## config.mk

```make
export PLATFORM = sky130hd
export DESIGN_NAME = exmem_stage_reg
export DESIGN_NICKNAME = d
export VERILOG_FILES = /design/src/rtl/exmem_pkg.sv /design/src/rtl/exmem_entry_reg.sv /design/src/rtl/exmem_stage_reg.sv
export SDC_FILE = /design/constraint.sdc
export NUM_CORES = 1
export LEC_CHECK = 0
export CORE_MARGIN = 2
export CORE_UTILIZATION = 46
export CTS_BUF_LIST = sky130_fd_sc_hd__clkbuf_16
export CTS_CLUSTER_DIAMETER = 40
export DETAILED_ROUTE_END_ITERATION = 8
export GPL_ROUTABILITY_DRIVEN = 0
export PLACE_DENSITY = 0.93
export SLEW_MARGIN = 5
export SYNTH_ARGS = -nofsm -noshare
export SYNTH_HDL_FRONTEND = slang
export SYNTH_HIERARCHICAL = 1
export SYNTH_SLANG_ARGS = --single-unit
export TNS_END_PERCENT = 100
```

## constraint.sdc

```tcl
create_clock -name CLK -period 3.01 [get_ports CLK]
set_clock_uncertainty 0.05 [all_clocks]
set_input_delay 0.4515 -clock CLK [delete_from_list [all_inputs] [get_ports CLK]]
set_output_delay 0.4515 -clock CLK [all_outputs]
set_load 0.005 [all_outputs]
```

## src/rtl/exmem_pkg.sv

```systemverilog
// Shared definitions for the EX/MEM stage register: control-bit positions inside the
// 6-bit ctrl bundle, the default-width entry layout, and an entry-width helper.
package exmem_pkg;

  localparam int unsigned CTRL_W        = 6;
  localparam int unsigned CTRL_MEMREAD  = 5;
  localparam int unsigned CTRL_MEMWRITE = 4;
  localparam int unsigned CTRL_MEMTOREG = 3;
  localparam int unsigned CTRL_REGWRITE = 2;
  localparam int unsigned CTRL_PCSRC    = 1;
  localparam int unsigned CTRL_JTOPC    = 0;

  localparam int unsigned DEF_DATA_W = 32;
  localparam int unsigned DEF_REG_AW = 5;

  // Field order here is the packing order used by every stage instance.
  typedef struct packed {
    logic [DEF_DATA_W-1:0] alu;
    logic [DEF_DATA_W-1:0] imm;
    logic [DEF_DATA_W-1:0] branch_addr;
    logic [DEF_DATA_W-1:0] jump_addr;
    logic [DEF_REG_AW-1:0] wreg;
    logic [CTRL_W-1:0]     ctrl;
  } exmem_entry_t;

  function automatic int unsigned entry_w(int unsigned data_w, int unsigned reg_aw);
    return 4 * data_w + reg_aw + CTRL_W;
  endfunction

endpackage

```

## src/rtl/exmem_entry_reg.sv

```systemverilog
// One valid bit plus payload, updated on the falling clock edge. Clear wins over load
// for the valid bit; the payload only changes on load and is zeroed by reset.
module exmem_entry_reg #(
  parameter int unsigned W = 1
) (
  input  logic         clk,
  input  logic         rst_n,
  input  logic         load,
  input  logic         clear,
  input  logic [W-1:0] d,
  output logic         valid,
  output logic [W-1:0] q
);

  always_ff @(negedge clk or negedge rst_n) begin
    if (!rst_n) begin
      valid <= 1'b0;
      q     <= '0;
    end else begin
      if (clear) begin
        valid <= 1'b0;
      end else if (load) begin
        valid <= 1'b1;
      end
      if (load) begin
        q <= d;
      end
    end
  end

endmodule

```

## src/rtl/exmem_stage_reg.sv

```systemverilog
// EX/MEM pipeline register with valid/ready handshake, flush, redirect and forward taps.
// Define EXMEM_SKID_EN for a two-entry (main + skid) buffer with a registered in_ready.
module exmem_stage_reg
  import exmem_pkg::*;
#(
  parameter int unsigned DATA_W = 32,
  parameter int unsigned REG_AW = 5
) (
  input  logic              CLK,
  input  logic              RSTn,
  input  logic              flush,
  input  logic              in_valid,
  output logic              in_ready,
  input  logic [DATA_W-1:0] in_alu,
  input  logic [DATA_W-1:0] in_imm,
  input  logic [DATA_W-1:0] in_branch_addr,
  input  logic [DATA_W-1:0] in_jump_addr,
  input  logic [REG_AW-1:0] in_wreg,
  input  logic [CTRL_W-1:0] in_ctrl,
  output logic              out_valid,
  input  logic              out_ready,
  output logic [DATA_W-1:0] out_alu,
  output logic [DATA_W-1:0] out_imm,
  output logic [REG_AW-1:0] out_wreg,
  output logic              out_memread,
  output logic              out_memwrite,
  output logic              out_memtoreg,
  output logic              out_regwrite,
  output logic              redirect_valid,
  output logic [DATA_W-1:0] redirect_pc,
  output logic              fwd_valid,
  output logic [REG_AW-1:0] fwd_addr,
  output logic [DATA_W-1:0] fwd_data
);

  typedef struct packed {
    logic [DATA_W-1:0] alu;
    logic [DATA_W-1:0] imm;
    logic [DATA_W-1:0] branch_addr;
    logic [DATA_W-1:0] jump_addr;
    logic [REG_AW-1:0] wreg;
    logic [CTRL_W-1:0] ctrl;
  } entry_t;

  localparam int unsigned EntryW = entry_w(DATA_W, REG_AW);

  entry_t            in_entry;
  entry_t            head;
  logic [EntryW-1:0] m_d;
  logic [EntryW-1:0] m_q;
  logic              m_valid;
  logic              m_load;
  logic              m_clear;
  logic              accept;
  logic              pop;

  assign in_entry = '{alu: in_alu, imm: in_imm, branch_addr: in_branch_addr,
                      jump_addr: in_jump_addr, wreg: in_wreg, ctrl: in_ctrl};
  assign head     = entry_t'(m_q);
  assign pop      = m_valid && out_ready;
  assign accept   = in_valid && in_ready && !flush;

`ifdef EXMEM_SKID_EN
  logic [EntryW-1:0] s_q;
  logic              s_valid;
  logic              s_load;
  logic              s_clear;

  // Skid is only ever occupied while main is, so !s_valid means a free slot.
  assign in_ready = !s_valid;

  always_comb begin
    m_load  = 1'b0;
    m_clear = 1'b0;
    m_d     = in_entry;
    s_load  = 1'b0;
    s_clear = flush;
    if (flush) begin
      m_clear = 1'b1;
    end else if (pop) begin
      if (s_valid) begin
        m_load  = 1'b1;
        m_d     = s_q;
        s_clear = 1'b1;
      end else if (accept) begin
        m_load = 1'b1;
      end else begin
        m_clear = 1'b1;
      end
    end else if (accept) begin
      if (m_valid) begin
        s_load = 1'b1;
      end else begin
        m_load = 1'b1;
      end
    end
  end

  exmem_entry_reg #(.W(EntryW)) u_skid (
    .clk   (CLK),
    .rst_n (RSTn),
    .load  (s_load),
    .clear (s_clear),
    .d     (in_entry),
    .valid (s_valid),
    .q     (s_q)
  );
`else
  assign in_ready = !m_valid || out_ready;
  assign m_load   = accept;
  assign m_clear  = flush || (pop && !accept);
  assign m_d      = in_entry;
`endif

  exmem_entry_reg #(.W(EntryW)) u_main (
    .clk   (CLK),
    .rst_n (RSTn),
    .load  (m_load),
    .clear (m_clear),
    .d     (m_d),
    .valid (m_valid),
    .q     (m_q)
  );

  assign out_valid    = m_valid;
  assign out_alu      = head.alu;
  assign out_imm      = head.imm;
  assign out_wreg     = head.wreg;
  assign out_memread  = head.ctrl[CTRL_MEMREAD] && m_valid;
  assign out_memwrite = head.ctrl[CTRL_MEMWRITE] && m_valid;
  assign out_memtoreg = head.ctrl[CTRL_MEMTOREG];
  assign out_regwrite = head.ctrl[CTRL_REGWRITE] && m_valid;

  // Jump takes priority over branch when both are flagged.
  assign redirect_valid = m_valid && (head.ctrl[CTRL_PCSRC] || head.ctrl[CTRL_JTOPC]);
  assign redirect_pc    = head.ctrl[CTRL_JTOPC] ? head.jump_addr : head.branch_addr;

  // Loads (MemtoReg) are not ready until MEM, and $0 is hardwired zero.
  assign fwd_valid = m_valid && head.ctrl[CTRL_REGWRITE] && !head.ctrl[CTRL_MEMTOREG] &&
                     (head.wreg != '0);
  assign fwd_addr  = head.wreg;
  assign fwd_data  = head.alu;

endmodule

```

==> impl_results.md, run 1 <==
* TritonCTS clock tree: built
* Antenna viol nets, final at 0
* H-tree depth at 4
* Overflow after GRT at 0
* Root Driver: clkbuf_16
* Largest stage delay, worst path at 0.44 ns
* Critical Path Start Type: flop
* RSZ-0062 raised after global routing: yes
* Hold endpoint: u_main/q[26]$_DFFE_NN0P_
* Via/cell ratio at roughly 5
* HPWL after DPL at approximately 12 mm
* N_diodes at 0
* MaxCap Viol Count at 0
* Flops & latches, synth at 140
* Final Hold Vio Count at 0
* Max-slew headroom at between 70% and 80%
* DRT iter0 DRCs at between 200 and 250
* Longest Clk Path Bufs at 2
* Largest net degree at the start of global routing at 39
* Outcome: finished, violations left
* IO Port Bufs at roughly 290
* CP Launch Point: u_main/q[0]$_DFFE_NN0P_
* Synth warn at 6
* Vert. Die Dim at around 120 um
* Die ar. at about 15,000 sq um
* Failing checks: setup timing
* Final worst slack at -0.651 ns
* TritonCTS buffer count at 17
* Skew-Pair Late Insertion Delay at 0.39 ns
* Flop-to-flop setup slack at roughly 1.1 ns
* Mapped Area at 6500 sq um
* Synthesized area per cell at about 17 sq um
* DR DRC count at 0
* Hold path startpoint: u_main/q[26]$_DFFE_NN0P_
* CP top delay family: buffers and inverters
* GRT Resource Usage Total at between 20% and 30%
* Worst-path clk slew at roughly 0.05 ns
* Slew Viols, Final at 0
* Cell mode on critical path: buf_12
* First-pass GRT wire length at between 30 and 40 mm
* Peak supply drop at just under 0.4 mV
* Final WL at 22.9 mm
* Area growth syn-to-layout at 77.2%
* Cell breakdown of the critical path: buf_12 -> buf_12 -> buf_16 -> mux2_4 -> buf_6
* R2r startpoint: u_main/valid$_DFFE_NN0P_
* Kind of critical path: reg2out
* Hold crit path type: reg2reg
* I/O pin total at between 200 and 300
* Buf/Inv on CP at 4
* Vias at around 5,000
* Most frequent cells in the layout: buf_6, mux2_4, dfrtn_1
* Lkg Pwr at about 5.5 nW
* Sequential share of the synthesized area at a little over half
* Vias in the first global route at 5,758
* Least-Margin Pin Slew at just over 0.4 ns
* Slowest cell on the critical path: dfrtn_1
* Overall power at approximately 0.0071 W
* DRT Pass-1 Iters at 4
* Data required, critical path at 2.51 ns
* Min-Delay Path Depth at 1
* RR Endpoint: u_main/q[136]$_DFFE_NN0P_
* Syn Nets at ~530
* WL/cell at between 20 and 25 um
* Nets at around 940
* Worst reg2reg path depth at 8
* Min Hold Slack at a little over 0.4 ns
* Power Dens Cells at 619 nW/um^2
* Post-synth cell types at 19
* Critical Path Fanout Max at 6
* Total clock sinks at 140
* Crit path DAT at ~3.2 ns
* Core Region at 13,800 sq um
* Nature of the critical path endpoint: output pin
* Starting Density at a little under half
* Cells after Synth at roughly 380
* Fillcell total at ~650
* Layout cell share with drive strength beyond 1 at 64.4%
* Initial antenna violation count at 0
* FP Rows at 43
* Die width at 123 um
* Final Setup Violations at 85
* Most common cell after layout, fill and taps aside: buf_6
* Hold buffers post-CTS at 0
* Post-layout util at about 83%
[state kept, by name (all words and copies together), names as in the netlist]
signal	flops
u_main/valid	1
u_main/q	139
[synthesized netlist by cell type]
cell	instances	area, sq um
a211oi_1	1	7.51
and2_1	2	12.5
and3b_1	1	8.76
buf_12	3	60.1
buf_2	4	20.0
buf_4	37	278
buf_6	12	135
buf_8	1	15.0
dfrtn_1	140	3500
inv_1	1	3.75
mux2_2	43	484
mux2_4	128	1920
nand2_1	2	7.51
nand2b_1	1	6.26
nor2_1	1	3.75
nor3_1	1	5.00
o21a_1	1	7.51
o21ba_2	1	10.0
o21bai_1	1	7.51
[stage by stage]
step | instance area [sq um] | std cells | setup TNS [ns] | setup WS [ns]
2_1_floorplan | 6600 | 381 | -19.78 | -0.168
3_3_place_gp | 9710 | 852 | -104.31 | -0.666
6_report | 11500 | 992 | -23.47 | -0.651
4_1_cts | 11600 | 993 | -24.67 | -0.728
3_5_place_dp | 9710 | 852 | -114.36 | -0.751
5_1_grt | 11500 | 992 | -27.03 | -0.698
[cell type report]
| cell class | count | area [sq um] | area share, % |
|---|---|---|---|
| Clock buffer | 17 | 425 | 3.70 |
| Clock inverter | 15 | 155 | 1.35 |
| Inverter | 1 | 3.75 | 0.0326 |
| Multi-Input combinational cell | 183 | 2590 | 22.5 |
| Sequential cell | 140 | 3500 | 30.4 |
| Tap cell | 180 | 225 | 1.96 |
| Timing Repair Buffer | 456 | 4610 | 40.0 |
[kinds of logic (layout without fill, tap and decap cells)]
group	Yosys count	in the layout	share of synthesized area [%]
muxes	171	171	37.0
DFF	140	140	53.9
buffers and inverters	58	489	7.88
and+or+nand+nor	8	8	0.674
AOI/OAI and AO/OA	4	4	0.501
[power by group]
part / internal [W] / total [W] / switching (W)
Clock: 0.00129 / 0.00211 / 0.000827
Combinational: 0.00175 / 0.00254 / 0.000794
Sequential: 0.00224 / 0.00247 / 0.000239
Total: 0.00527 / 0.00713 / 0.00186
[worst max path at each step]
stage	cells past startpoint	end	slack, ns
global route	5	redirect_pc[1]	-0.70
detailed placement	6	u_main/q[31]$_DFFE_NN0P_	-0.75
CTS	6	redirect_pc[1]	-0.73
global placement	6	u_main/q[27]$_DFFE_NN0P_	-0.67
finish	5	redirect_pc[16]	-0.65
floorplan	6	u_main/q[100]$_DFFE_NN0P_	-0.17
[per-layer routing]
layer  global-route usage [%]  part of all wire (%)  vias up
li1                         -                     -     2138
met1                     32.5                    37     2505
met2                     53.0                    54      245
met3                     5.99                   5.4       58
met4                     13.6                   3.4        0
met5                        0                     0        -
[repair_timing]
item / 4_1_cts / 5_1_grt
buffers inserted: 98 / 14
endpoints found under the setup margin: 285 / 174
gates cloned: 12 / 0
gates resized for setup: 762 / 38
pin swaps: 4 / 1
No activity file was read; power rests on OpenSTA's default activity.
==> run 2: changes to the inputs <==
Settings changed: CORE_UTILIZATION 46 to 47, CTS_BUF_LIST sky130_fd_sc_hd__clkbuf_16 to sky130_fd_sc_hd__clkbuf_2, PLACE_DENSITY 0.93 to 0.95, SKIP_LAST_GASP set to 1.
==> impl_results.md, run 2 (synthesis gave the netlist of run 1 again) <==
* Hold crit path type: reg2reg
* R2r startpoint: u_main/valid$_DFFE_NN0P_
* Lkg Pwr at 5.22 nW (-5.9%)
* Via/cell ratio at 4.82 (-3.4%)
* Most frequent cells in the layout: clkdlybuf4s50_1, buf_6, dfrtn_1
* Worst-path clk slew at 0.13 ns (+0.08 ns)
* Min Hold Slack at 0.408 ns (-0.00354 ns)
* First-pass GRT wire length at 29.3 mm (-9.5%)
* Flop-to-flop setup slack at 1.00 ns (-0.09 ns)
* DR DRC count at 0 (unchanged)
* Die ar. at 14,800 sq um (-2.1%)
* Fillcell total at 677 (+3.5%)
* Core Region at 13,300 sq um (-3.5%)
* HPWL after DPL at 12.7 mm (+2.3%)
* DRT Pass-1 Iters at 4 (unchanged)
* Power Dens Cells at 540 nW/um^2 (-13%)
* FP Rows at 42 (-2.3%)
* Initial antenna violation count at 0 (unchanged)
* DRT iter0 DRCs at 210 (-2.3%)
* GRT Resource Usage Total at 26.7% (-2.4 points)
* Hold path startpoint: u_main/q[99]$_DFFE_NN0P_
* RSZ-0062 raised after global routing: yes
* Longest Clk Path Bufs at 2 (unchanged)
* Multi-input gate area at 2530 sq um (-2.4%)
* Overflow after GRT at 0 (unchanged)
* Cell breakdown of the critical path: buf_6 -> buf_16 -> buf_6 -> mux2_4 -> buf_6
* Overall power at 0.00585 W (-18%)
* Cell mode on critical path: buf_6
* Skew-Pair Late Insertion Delay at 0.59 ns (+0.20 ns)
* Largest net degree at the start of global routing at 55 (+41%)
* Hold buffers post-CTS at 0 (unchanged)
* Final WL at 20.2 mm (-12%)
* Hold endpoint: u_main/q[99]$_DFFE_NN0P_
* N_diodes at 0 (unchanged)
* Starting Density at 48.7% (+1.7 points)
* Least-Margin Pin Slew at 0.472 ns (+0.0654 ns)
* MaxCap Viol Count at 0 (unchanged)
* Worst reg2reg path depth at 9 (+1)
* Total clock sinks at 140 (unchanged)
* Antenna viol nets, final at 0 (unchanged)
* Kind of critical path: reg2out
* Data required, critical path at 2.51 ns (about the same)
* Final worst slack at -0.875 ns (-0.224 ns)
* Post-layout util at 81.1% (-2.2 points)
* Reg area at 3500 sq um (unchanged)
* Vert. Die Dim at 122 um (-1.0%)
* Min-Delay Path Depth at 1 (unchanged)
* Nets at 934 (-0.95%)
* I/O pin total at 290 (unchanged)
* Peak supply drop at 0.290 mV (-26%)
* Layout cell share with drive strength beyond 1 at 63.9% (-0.49 points)
* TritonCTS buffer count at 17 (unchanged)
* Largest stage delay, worst path at 0.50 ns (+0.06 ns)
* Vias at 4,705 (-4.9%)
* Largest regs: u_main/q (139), u_main/valid (1)
* Most common cell after layout, fill and taps aside: clkdlybuf4s50_1
* IO Port Bufs at 289 (unchanged)
* Critical Path Start Type: flop
* Slowest cell on the critical path: dfrtn_1
* Register bank with the most flops: u_main/q
* Crit path DAT at 3.38 ns (+0.22 ns)
* TritonCTS clock tree: built
* CP top delay family: flip-flops
* Largest register FFs at 139 (unchanged)
* Slew Viols, Final at 0 (unchanged)
* Max-slew headroom at 68.6% (-4.4 points)
* Area growth syn-to-layout at 66.6%
* H-tree depth at 4 (unchanged)
* Failing checks: setup timing
* Outcome: finished, violations left
* Final Setup Violations at 242 (+180%)
* Die width at 122 um (-1.0%)
* RR Endpoint: u_main/q[81]$_DFFE_NN0P_
* WL/cell at 20.7 um (-10%)
* Critical Path Fanout Max at 5 (-1)
* Final Hold Vio Count at 0 (unchanged)
* Buf/Inv on CP at 4 (unchanged)
* Root Driver: clkbuf_2
* Nature of the critical path endpoint: output pin
* Vias in the first global route at 5,411 (-6.0%)
run 2: through the flow:
step,setup slack (ns),setup TNS [ns],cells,cell area [sq um]
2_1_floorplan,-0.168,-19.78,381,6600
3_3_place_gp,-0.677,-105.42,842,9650
3_5_place_dp,-0.735,-112.52,842,9650
4_1_cts,-0.967,-63.99,956,10500
5_1_grt,-0.993,-68.27,977,10800
6_report,-0.875,-56.09,977,10800
run 2: timing repair:
| item | in CTS | in global routing |
|---|---|---|
| hold endpoints to repair | 0 | 0 |
| pin swaps | 1 | 1 |
| endpoints found under the setup margin | 195 | 179 |
| setup buffers | 80 | 33 |
| gates cloned | 6 | 0 |
| gates resized for setup | 670 | 75 |
run 2: final cells by class:
type	count	share of cell area, %
tap	176	2.03
clock inverter	11	0.740
sequential	140	32.4
multi-input combinational	183	23.4
inverter	1	0.0347
timing repair buffer	447	40.6
clock buffer	19	0.879
run 2: worst max-delay path by stage:
stage	startpoint	end	slack, ns	cells past startpoint
floorplan	out_ready	u_main/q[100]$_DFFE_NN0P_	-0.17	6
global placement	out_ready	u_main/q[107]$_DFFE_NN0P_	-0.68	6
detailed placement	out_ready	u_main/q[67]$_DFFE_NN0P_	-0.73	6
CTS	u_main/q[0]$_DFFE_NN0P_	redirect_pc[22]	-0.97	5
global route	u_main/q[0]$_DFFE_NN0P_	redirect_pc[22]	-0.99	5
finish	u_main/q[0]$_DFFE_NN0P_	redirect_pc[22]	-0.88	5
run 2: where the power goes:
part           switching (W)  leakage, nW  total (W)  internal [W]
clock               0.000661        0.115   0.000938      0.000277
sequential          0.000224         1.64    0.00246       0.00223
combinational       0.000746         3.46    0.00245       0.00171
total                0.00163         5.22    0.00585       0.00422
run 2: per-layer routing:
layer	share of wire, %	up-vias	global-route usage [%]
met1	36	2350	28.9
met3	5.7	41	7.63
met5	0	-	0
met4	2.9	0	10.6
met2	55	203	49.3
li1	-	2111	-
